[config.mk]
export PLATFORM = sky130hd
export DESIGN_NAME = rom_word_fetcher
export DESIGN_NICKNAME = d
export VERILOG_FILES = /design/src/rtl/rom_word_fetcher.sv
export SDC_FILE = /design/constraint.sdc
export NUM_CORES = 1
export LEC_CHECK = 0
export ABC_CLOCK_PERIOD_IN_PS = 2500
export CAP_MARGIN = 30
export CORE_ASPECT_RATIO = 1.1
export CORE_MARGIN = 2
export CORE_UTILIZATION = 53
export CTS_BUF_LIST = sky130_fd_sc_hd__clkbuf_4
export DETAILED_ROUTE_END_ITERATION = 8
export GPL_TIMING_DRIVEN = 0
export PLACE_DENSITY = 0.82
export SYNTH_ARGS = -nofsm -noshare
export SYNTH_HDL_FRONTEND = slang
export SYNTH_SLANG_ARGS = --single-unit
[constraint.sdc]
create_clock -name clk -period 2.5 [get_ports clk]
set_input_delay 0.5 -clock clk [delete_from_list [all_inputs] [get_ports clk]]
set_output_delay 0.5 -clock clk [all_outputs]
set_load 0.03 [all_outputs]
[src/rtl/rom_word_fetcher.sv]
// rom_word_fetcher
// Reads a block of 32-bit words from the byte-wide ROM macro. For each word
// it issues four byte reads, packs the returned bytes and offers the word on
// a valid/ready stream.
//
// Handshake: a word transfers on any clk edge where out_valid && out_ready.
// out_valid and out_data stay stable until that edge. No new ROM read is
// issued while an accepted-pending word is held.
//
// Ports:
//   clk, rst_n             clock (also ROM clk0), async active-low reset
//   start, base_addr,      block request; base/count are captured when start
//   word_count             is accepted in IDLE
//   abort                  synchronous cancel of a block in progress
//   rom_cs, rom_addr       registered ROM cs0 / addr0
//   rom_dout               ROM dout0
//   out_valid, out_ready,  packed word stream
//   out_data
//   busy, done             block in progress / one-cycle completion pulse
//   fsm_state              current FSM state, for debug and checkers
module rom_word_fetcher #(
  parameter int ADDR_WIDTH = 10,
  parameter int CNT_WIDTH  = 8,
  parameter bit BIG_ENDIAN = 1'b1
) (
  input  logic                  clk,
  input  logic                  rst_n,
  input  logic                  start,
  input  logic [ADDR_WIDTH-1:0] base_addr,
  input  logic [CNT_WIDTH-1:0]  word_count,
  input  logic                  abort,
  output logic                  rom_cs,
  output logic [ADDR_WIDTH-1:0] rom_addr,
  input  logic [7:0]            rom_dout,
  output logic                  out_valid,
  input  logic                  out_ready,
  output logic [31:0]           out_data,
  output logic                  busy,
  output logic                  done,
  output logic [2:0]            fsm_state
);

  // EMPTY handles a zero-length request: busy and done are both high for
  // the single cycle after start is accepted.
  typedef enum logic [2:0] {
    IDLE  = 3'd0,
    ISSUE = 3'd1,
    DRAIN = 3'd2,
    HOLD  = 3'd3,
    EMPTY = 3'd4
  } state_t;

  localparam logic [ADDR_WIDTH-1:0] ADDR_ONE = ADDR_WIDTH'(1);
  localparam logic [CNT_WIDTH-1:0]  CNT_ONE  = CNT_WIDTH'(1);

  state_t                 state_q, state_d;
  logic [CNT_WIDTH-1:0]   words_left;
  logic [1:0]             iss_idx;
  logic [1:0]             cap_cnt;
  logic                   cs_d;
  logic [31:0]            asm_q;
  logic [31:0]            asm_next;
  logic                   last_word;

  assign fsm_state = state_q;
  assign last_word = (words_left == CNT_ONE);

  // Byte placement: big-endian shifts bytes in from the bottom so the first
  // byte ends up in [31:24]; little-endian shifts in from the top.
  always_comb begin
    if (BIG_ENDIAN) asm_next = {asm_q[23:0], rom_dout};
    else            asm_next = {rom_dout, asm_q[31:8]};
  end

  always_comb begin
    state_d = state_q;
    case (state_q)
      IDLE:  if (start) state_d = (word_count == '0) ? EMPTY : ISSUE;
      ISSUE: if (iss_idx == 2'd3) state_d = DRAIN;
      DRAIN: if (cs_d && cap_cnt == 2'd3) state_d = HOLD;
      HOLD:  if (out_ready) state_d = last_word ? IDLE : ISSUE;
      EMPTY: state_d = IDLE;
      default: state_d = IDLE;
    endcase
    if (abort && state_q != IDLE) state_d = IDLE;
  end

  always_ff @(posedge clk or negedge rst_n) begin
    if (!rst_n) state_q <= IDLE;
    else        state_q <= state_d;
  end

  always_ff @(posedge clk or negedge rst_n) begin
    if (!rst_n) begin
      rom_cs     <= 1'b0;
      rom_addr   <= '0;
      out_valid  <= 1'b0;
      out_data   <= '0;
      busy       <= 1'b0;
      done       <= 1'b0;
      words_left <= '0;
      iss_idx    <= '0;
      cap_cnt    <= '0;
      cs_d       <= 1'b0;
      asm_q      <= '0;
    end else begin
      done <= 1'b0;
      // The ROM returns a byte one cycle after it samples cs, so the delayed
      // cs marks exactly the cycles whose rom_dout belongs to us.
      cs_d <= rom_cs;
      if (abort && state_q != IDLE) begin
        rom_cs    <= 1'b0;
        out_valid <= 1'b0;
        busy      <= 1'b0;
        cs_d      <= 1'b0;
        cap_cnt   <= '0;
        asm_q     <= '0;
      end else begin
        case (state_q)
          IDLE: begin
            if (start) begin
              busy       <= 1'b1;
              words_left <= word_count;
              cap_cnt    <= '0;
              if (word_count != '0) begin
                rom_cs   <= 1'b1;
                rom_addr <= base_addr;
                iss_idx  <= '0;
              end else begin
                done <= 1'b1;
              end
            end
          end
          ISSUE: begin
            if (iss_idx == 2'd3) begin
              rom_cs <= 1'b0;
            end else begin
              rom_addr <= rom_addr + ADDR_ONE;
              iss_idx  <= iss_idx + 2'd1;
            end
          end
          HOLD: begin
            if (out_ready) begin
              out_valid  <= 1'b0;
              words_left <= words_left - CNT_ONE;
              if (last_word) begin
                done <= 1'b1;
                busy <= 1'b0;
              end else begin
                rom_cs   <= 1'b1;
                rom_addr <= rom_addr + ADDR_ONE;
                iss_idx  <= '0;
              end
            end
          end
          EMPTY: busy <= 1'b0;
          default: ;
        endcase
        if (cs_d) begin
          asm_q   <= asm_next;
          cap_cnt <= cap_cnt + 2'd1;
          if (cap_cnt == 2'd3) begin
            out_data  <= asm_next;
            out_valid <= 1'b1;
          end
        end
      end
    end
  end

endmodule

==> results.toml, run 1 <==
[synthesis]
ys_seq_area_share_pct = 53.3
syn_nets = 403
synthDistinctLibCells = 49
yosys.area.top_type = "dfrtp_1"
synth_area_leaders = "dfrtp_1 (53%), mux2_2 (8.9%), mux2i_1 (6.4%)"
synthFlopType = "dfrtp_1"
netlist_instances = 367
ys_warn_count = 0
synth_top_area_share_pct = 53.3
yosysMostFrequentCell = "dfrtp_1"
syn_area_um2 = 4040
netlist_top_cells_count = "dfrtp_1 (86), nor2_1 (40), mux2_2 (32)"
async_flop_share_pct = 100
synth_edf_count = 0
synth-seq-cells = 86
syn_area_per_cell_um2 = 11.0

[die]
die_height_um = 95.5
rows = 33
die_w_um = 87.2
core_area_um2 = 7430
io_pins = 80
die-area_um2 = 8330
initial_core_util_pct = 54.3

[cells_and_area]
synthToLayoutAreaGrowth_pct = 26.0
stdcell_count = 550
drive_above_1_share_pct = 14.7
final_nets = 494
final_util_pct = 68.4
final_cell_area_um2 = 5080
n_antenna_cell = 0

[routing]
routedWlPerCell_um = 16.5
post-route-drc-count = 0
drt_wl_total_mm = 9.10
ant_nets = 0
drt_iter0_drc = 134
dr.pass1.iters = 4
vias = 3183
vias_per_cell = 5.79

[worst_setup_path]
ff2ff_path_depth = 7
worstSetupPathType = "reg -> reg"
arrival_ns = 2.46
end_kind = "register"
r2r_slack_ns = 0.35
critPathMaxFanout = 10
worst-endpoint-required_ns = 2.81
crit_path_start_kind = "register"

[sta]
maxSlewHeadroom_pct = 50.0
finalMaxSlewViolations = 0
final-setup-viol-count = 0
max_freq_ghz = 0.464
hold_violations = 0
whs_ns = 0.503
fin_ws_ns = 0.345
worst_slew_pin_slew_ns = 0.750
period_minus_slack_ns = 2.15
period_share_pct = 86.2
finClkSkew_ns = 0.0182
rsz0062_at_grt = "false"
setup_tns_ns = 0

[clock_tree]
cts_resized = 0
clk_pin_slew_worst_paths_ns = 0.14
cts_max_level = 3
clockBufferDepth = 2
clock_latency_ns = 0.42
clock-root-buffer = "clkbuf_4"
cts.sinks = 86
cts_tree = "done"
cts_inserted_buffers = 9

[place]
dpl_cell_area_um2 = 4950
finalWeightedCongestion = 0.858
pre_cts_slack_ns = -0.0818
dp.cells = 533
place_hpwl_mm = 6.47
port-buffer-count = 78

[min_path]
hold-path-cell-count = 2
hold_path_class = "in -> reg"

[global_route]
grt_use_total_pct = 23.0
grt_pass1_wl_mm = 15.0
grt_pass1_vias = 3184
grt_start_max_net_pins = 55
antenna_found_initial = 0
grt-ovfl-total = 0

[pwr]
power_density_nw_per_um2 = 1260
leakage_nw = 2.28
ir_worst_vdd_uv = 758
power_mw = 6.42

[flow_run]
drv_cap = 0

[run_status]
status = "complete, no violations"
-- path summary, 6_finish.rpt --
kind / to / start
worst min register to register: cap_cnt[0] / cap_cnt[0]
min in group asynchronous: rom_addr[2] / rst_n
worst min-delay path: fsm_state[1] / abort
worst max-delay path: out_data[13] / fsm_state[1]
worst max register to register: out_data[13] / fsm_state[1]
max in group asynchronous: asm_q[8] / rst_n
-- timing repair --
item | 4_1_cts | 5_1_grt
hold buffers | 1 | 0
hold endpoints to repair | 1 | 0
buffers inserted | 0 | 0
-- layout by cell type (no fill, tap or decap), types with 4 or more instances in the layout --
| master | instances |
|---|---|
| a211oi_1 | 5 |
| a21oi_1 | 23 |
| a31oi_1 | 7 |
| buf_2 | 6 |
| buf_4 | 5 |
| clkbuf_1 | 12 |
| clkbuf_4 | 9 |
| clkdlybuf4s50_1 | 77 |
| dfrtp_1 | 86 |
| ha_1 | 5 |
| inv_1 | 5 |
| mux2_2 | 32 |
| mux2i_1 | 26 |
| nand2_1 | 23 |
| nand3_1 | 8 |
| nand4_1 | 6 |
| nor2_1 | 40 |
| nor2b_1 | 4 |
| nor3_1 | 11 |
| o21ai_0 | 9 |
| o22ai_1 | 5 |
| o2bb2ai_1 | 4 |
-- layer usage --
| layer | track usage, % | wire [µm] |
|---|---|---|
| met5 | 0 | 0 |
| met4 | 7.82 | 99 |
| met3 | 4.33 | 522 |
| met2 | 38.4 | 4490 |
| met1 | 30.4 | 3980 |
-- registers in the layout, indices dropped and copies added (netlist names) --
signal,count
rom_cs,1
asm_q,24
rom_addr,10
fsm_state,3
busy,1
cap_cnt,2
out_data,32
out_valid,1
iss_idx,2
words_left,8
done,1
cs_d,1
-- critical path: stages (launching register included) --
cell	delay [ns]
dfrtp_1	0.40
buf_2	0.17
or3_4	0.38
and2_0	0.17
clkbuf_1	0.15
nor2_4	0.19
buf_4	0.23
mux2_2	0.36
-- power by group --
part	leakage (nW)	switching (mW)	internal, mW
clock	0.0625	0.508	0.217
sequential	1.09	0.467	1.98
combinational	1.13	1.80	1.45
-- cells by family after synthesis --
| family | synth area share, % |
|---|---|
| AND/OR/NAND/NOR | 14.5 |
| flip-flops | 53.3 |
| AO/OA/AOI/OAI | 10.9 |
| multiplexers | 16.1 |
| buffers and inverters | 3.53 |
| adder cells (fa/ha/maj) | 1.55 |
-- area by class of cell --
type / count / area, µm²
plain buffers: 25 / 124
clock buffers: 9 / 67.6
clock inverters: 7 / 56.3
fillers: 563 / 2350
inverters: 5 / 18.8
multi-input cells: 251 / 1740
flip-flops and latches: 86 / 2150
well taps: 87 / 109
repair buffers: 80 / 816
(Power assumes the default switching activity.)
==> run 2: changes to the inputs <==
==> constraint.sdc (replaced) <==
create_clock -name clk -period 2.5 [get_ports clk]
set_input_delay 0.5 -clock clk [delete_from_list [all_inputs] [get_ports clk]]
set_output_delay 0.5 -clock clk [all_outputs]
set_load 0.1 [all_outputs]
==> run 2 against run 1 <==
  * Critical endpoint is now out_data[16]
  * Setup slack got worse by 0.30 ns
  * Worst hold slack gained 0.00066 ns
  * First-iteration DRC count is 5.2% lower
  * Via count is 0.38% higher
==> results.toml, run 2 (synthesized netlist as in run 1, its figures left out) <==
[run_status]
status = "complete, no violations"

[cells_and_area]
drive_above_1_share_pct = 14.7
n_antenna_cell = 0
synthToLayoutAreaGrowth_pct = 26.7
final_nets = 494
n_fill_cell = 567
multi_input_area_um2 = 1740
top_register = "out_data"
regArea_um2 = 2150
final_common_cell = "dfrtp_1"
largest_register_ffs = 32
most-common-layout-cells = "dfrtp_1 (86), clkdlybuf4s50_1 (53), nor2_1 (40)"
top_regs = "out_data: 32 flops, asm_q: 24 flops, rom_addr: 10 flops"

[sta]
max_freq_ghz = 0.408
whs_ns = 0.503
period_share_pct = 98.0
worst_slew_pin_slew_ns = 1.03
hold_violations = 0
final-setup-viol-count = 0
finClkSkew_ns = 0.0159
period_minus_slack_ns = 2.45
maxSlewHeadroom_pct = 31.3
finalMaxSlewViolations = 0

[global_route]
grt_use_total_pct = 23.1
grt-ovfl-total = 0
grt_pass1_wl_mm = 15.1
grt_pass1_vias = 3187
grt_start_max_net_pins = 55
antenna_found_initial = 0

[clock_tree]
clk_pin_slew_worst_paths_ns = 0.14
cts_tree = "done"
clock-root-buffer = "clkbuf_4"
clockBufferDepth = 2
cts.sinks = 86
cts_inserted_buffers = 9
cts_max_level = 3
clock_latency_ns = 0.41

[worst_setup_path]
crit_family = "buffers and inverters"
path_buf_inv = 1
worst-endpoint-required_ns = 2.00
crit_chain = "clkdlybuf4s50_1"
critPathMaxFanout = 2
arrival_ns = 1.95
crit_path_start_kind = "register"
slowest_delay_ns = 1.15
r2r_slack_ns = 0.34
end_kind = "primary output"
worstSetupPathType = "reg -> out"
crit_slowest_cell = "clkdlybuf4s50_1"

[flow_run]
drv_cap = 0

[place]
place_hpwl_mm = 6.47
finalWeightedCongestion = 0.858
port-buffer-count = 78

[routing]
routedWlPerCell_um = 16.6
ant_nets = 0
vias_per_cell = 5.81
post-route-drc-count = 0
vias = 3195
drt_wl_total_mm = 9.14
dr.pass1.iters = 5
drt_iter0_drc = 127

[die]
initial_core_util_pct = 54.3
die_w_um = 87.2
io_pins = 80
rows = 33
core_area_um2 = 7430
die_height_um = 95.5
die-area_um2 = 8330

[min_path]
hold_path_class = "reg -> reg"
## run 2: changes by cell type in the layout (fill, tap and decap cells not counted), sizes merged
cell and delta:
clkdlybuf4s50 -24, dlygate4sd2 +8, dlymetal6s2s +16
## run 2: routing by layer
layer	wire (µm)	GRT usage, %	vias to the layer above
li1	-	-	1496
met1	3980	30.5	1581
met2	4540	38.4	111
met3	526	4.33	7
met4	95	7.82	0
met5	0	0	-
## run 2: metrics by stage
stage	utilization (%)	worst slack (ns)	area (µm²)	instances	setup TNS, ns
floorplan	-	0.0385	4040	367	0
global placement	66.3	-2.14	4920	532	-183.55
detailed placement	66.6	-0.0818	4950	533	-0.163
CTS	68.3	0.0164	5070	550	0
global route	68.8	-0.00513	5110	550	-0.00513
finish	68.8	0.0498	5110	550	0
## run 2: path summary, 6_finish.rpt
kind,startpoint,end,depth (start not counted)
worst max-delay path,out_data[16],out_data[16],1
worst min-delay path,cap_cnt[0],cap_cnt[0],1
worst max register to register,fsm_state[1],out_data[13],7
worst min register to register,cap_cnt[0],cap_cnt[0],1
max in group asynchronous,rst_n,asm_q[13],3
min in group asynchronous,rst_n,rom_addr[6],2
## run 2: cell type report
type	count	area share (%)
clock buffers	9	1.32
well taps	87	2.13
inverters	5	0.367
multi-input cells	251	34.0
repair buffers	80	16.5
clock inverters	7	1.10
plain buffers	25	2.42
flip-flops and latches	86	42.1
## run 2: timing repair
item	CTS	global route
resized for setup	8	16
endpoints found under the hold margin	1	0
hold buffers	1	0
endpoints found under the setup margin	8	16
cloned	0	0
setup buffers	0	0
Power of run 2 is not shown: default switching activity piles up to over one toggle a cycle in this logic, so the estimate is an artifact.
==> run 3: changes to the inputs <==
Settings changed: ABC_CLOCK_PERIOD_IN_PS 2500 to 2100, CORE_UTILIZATION 53 to 48, PLACE_DENSITY 0.82 to 0.78.
Clock period 2.5 ns to 2.1 ns, I/O delays scaled along.
==> run 3 against run 2 <==
  * Die area rose by 9.9%
  * Via count down 1.5%
  * Register-to-register slack got worse by 0.26 ns
  * Clock skew up 0.00095 ns
  * Sequential share of layout area up 0.12 points
  * Routed wire length shrank 1.6%
  * Count of clock-buffer cells in the layout unchanged
  * Critical path depth increased by 6
  * Global-route usage decreased by 2.5 points
  * Final cell count up 5.6%
  * Worst hold slack worse by 0.083 ns
  * Setup slack gained 0.010 ns
  * Largest cell class unchanged
  * Highest routed layer unchanged
==> results.toml, run 3 (synthesized netlist as in run 1, its figures left out) <==
[routing]
dr.pass1.iters = 4
vias = 3148
drt_wl_total_mm = 9.00
ant_nets = 0
vias_per_cell = 5.42
drt_iter0_drc = 158
routedWlPerCell_um = 15.5
post-route-drc-count = 0

[worst_setup_path]
crit_path_start_kind = "input port"
r2r_slack_ns = 0.08
end_kind = "register"
worstSetupPathType = "in -> reg"
slowest_delay_ns = 0.58
arrival_ns = 2.37
critPathMaxFanout = 9
r2r_end = "out_data[0]"
crit_chain = "clkdlybuf4s50_1 -> or4_4 -> nor3_4 -> a211oi_4 -> and2_4 -> buf_6 -> mux2_4"
rr_startpoint = "fsm_state[1]"
worst-endpoint-required_ns = 2.43
crit_slowest_cell = "or4_4"
ff2ff_path_depth = 6

[place]
place_hpwl_mm = 6.31
finalWeightedCongestion = 0.888
dpl_cell_area_um2 = 5000
port-buffer-count = 78

[sta]
setup_tns_ns = 0
max_freq_ghz = 0.490
period_share_pct = 97.2
finClkSkew_ns = 0.0168
period_minus_slack_ns = 2.04
finalMaxSlewViolations = 0
hold_violations = 0
final-setup-viol-count = 0
worst_slew_pin_slew_ns = 0.940
maxSlewHeadroom_pct = 37.6
whs_ns = 0.420

[cells_and_area]
final_cell_area_um2 = 5110
final_util_pct = 61.8
synthToLayoutAreaGrowth_pct = 26.7
n_antenna_cell = 0
drive_above_1_share_pct = 28.3
top_regs = "out_data: 32 flops, asm_q: 24 flops, rom_addr: 10 flops"
most-common-layout-cells = "dfrtp_1 (83), nor2_1 (40), clkbuf_2 (33)"
final_nets = 501
top_register = "out_data"
largest_register_ffs = 32
final_common_cell = "dfrtp_1"

[die]
die_height_um = 100
die_w_um = 91.4
rows = 35
io_pins = 80
initial_core_util_pct = 48.8
core_area_um2 = 8280
die-area_um2 = 9160

[global_route]
grt_pass1_vias = 3066
grt_use_total_pct = 20.5
antenna_found_initial = 0
grt_pass1_wl_mm = 15.0
grt_start_max_net_pins = 52
grt-ovfl-total = 0

[clock_tree]
cts.sinks = 86
clockBufferDepth = 2
clock_latency_ns = 0.44
clock-root-buffer = "clkbuf_4"
clk_pin_slew_worst_paths_ns = 0.15
cts_max_level = 3
cts_tree = "done"
cts_inserted_buffers = 9

[min_path]
hold_end = "fsm_state[1]"
hp-start = "abort"
hold_path_class = "in -> reg"
hold-path-cell-count = 2

[run_status]
status = "complete, no violations"

[flow_run]
drv_cap = 0
## run 3: cell count changes in the layout (fill, tap and decap cells not counted), moves of 3 or more
cell | previous run | this run
and2_4 | 0 | 3
dlygate4sd2_1 | 8 | 0
buf_4 | 5 | 10
dfrtp_1 | 86 | 83
dlymetal6s2s_1 | 16 | 0
buf_6 | 1 | 4
clkdlybuf4s50_1 | 53 | 28
clkdlybuf4s15_2 | 0 | 15
clkbuf_2 | 0 | 33
## run 3: critical path, delay by kind of cell
family / cells / cell delay [ns]
multiplexers: 1 / 0.29
buffers and inverters: 2 / 0.55
AND/OR/NAND/NOR: 3 / 1.01
AO/OA/AOI/OAI: 1 / 0.09
## run 3: worst max path at each step
| stage | slack (ns) | end | from |
|---|---|---|---|
| 2_1_floorplan | -0.07 | out_data[0] | fsm_state[1] |
| 3_3_place_gp | -3.08 | fsm_state[1] | rst_n |
| 3_5_place_dp | -0.39 | iss_idx[0] | word_count[0] |
| 4_1_cts | -0.03 | out_data[29] | fsm_state[1] |
| 5_1_grt | -0.01 | words_left[0] | fsm_state[0] |
| 6_report | 0.06 | iss_idx[0] | word_count[4] |
## run 3: timing repair
action	4_1_cts	5_1_grt
endpoints found under the hold margin	35	0
resized for setup	113	48
cloned	1	0
setup buffers	2	7
pin swaps	1	5
hold buffers	1	0
setup endpoints to repair	81	74
## run 3: final cells by class
class / instances / area (µm²)
fill: 653 / 3160
clock inverter: 7 / 57.6
clock buffer: 9 / 67.6
multi-input combinational: 251 / 1780
inverter: 5 / 18.8
tap: 111 / 139
buffer: 22 / 125
sequential: 86 / 2160
timing repair buffer: 90 / 768
## run 3: per-layer routing
metal	track usage [%]	routed length, µm	up-vias
met4	7.46	121	0
met3	3.45	232	9
li1	-	-	1514
met5	0	0	-
met1	28.5	4210	1575
met2	32.8	4440	50
## run 3: stage by stage
stage | instances | setup slack [ns]
2_1_floorplan | 367 | -0.0715
4_1_cts | 576 | -0.0304
3_3_place_gp | 556 | -3.08
5_1_grt | 581 | -0.0111
3_5_place_dp | 557 | -0.392
6_report | 581 | 0.0598
Power of run 3 is left out for the same reason.
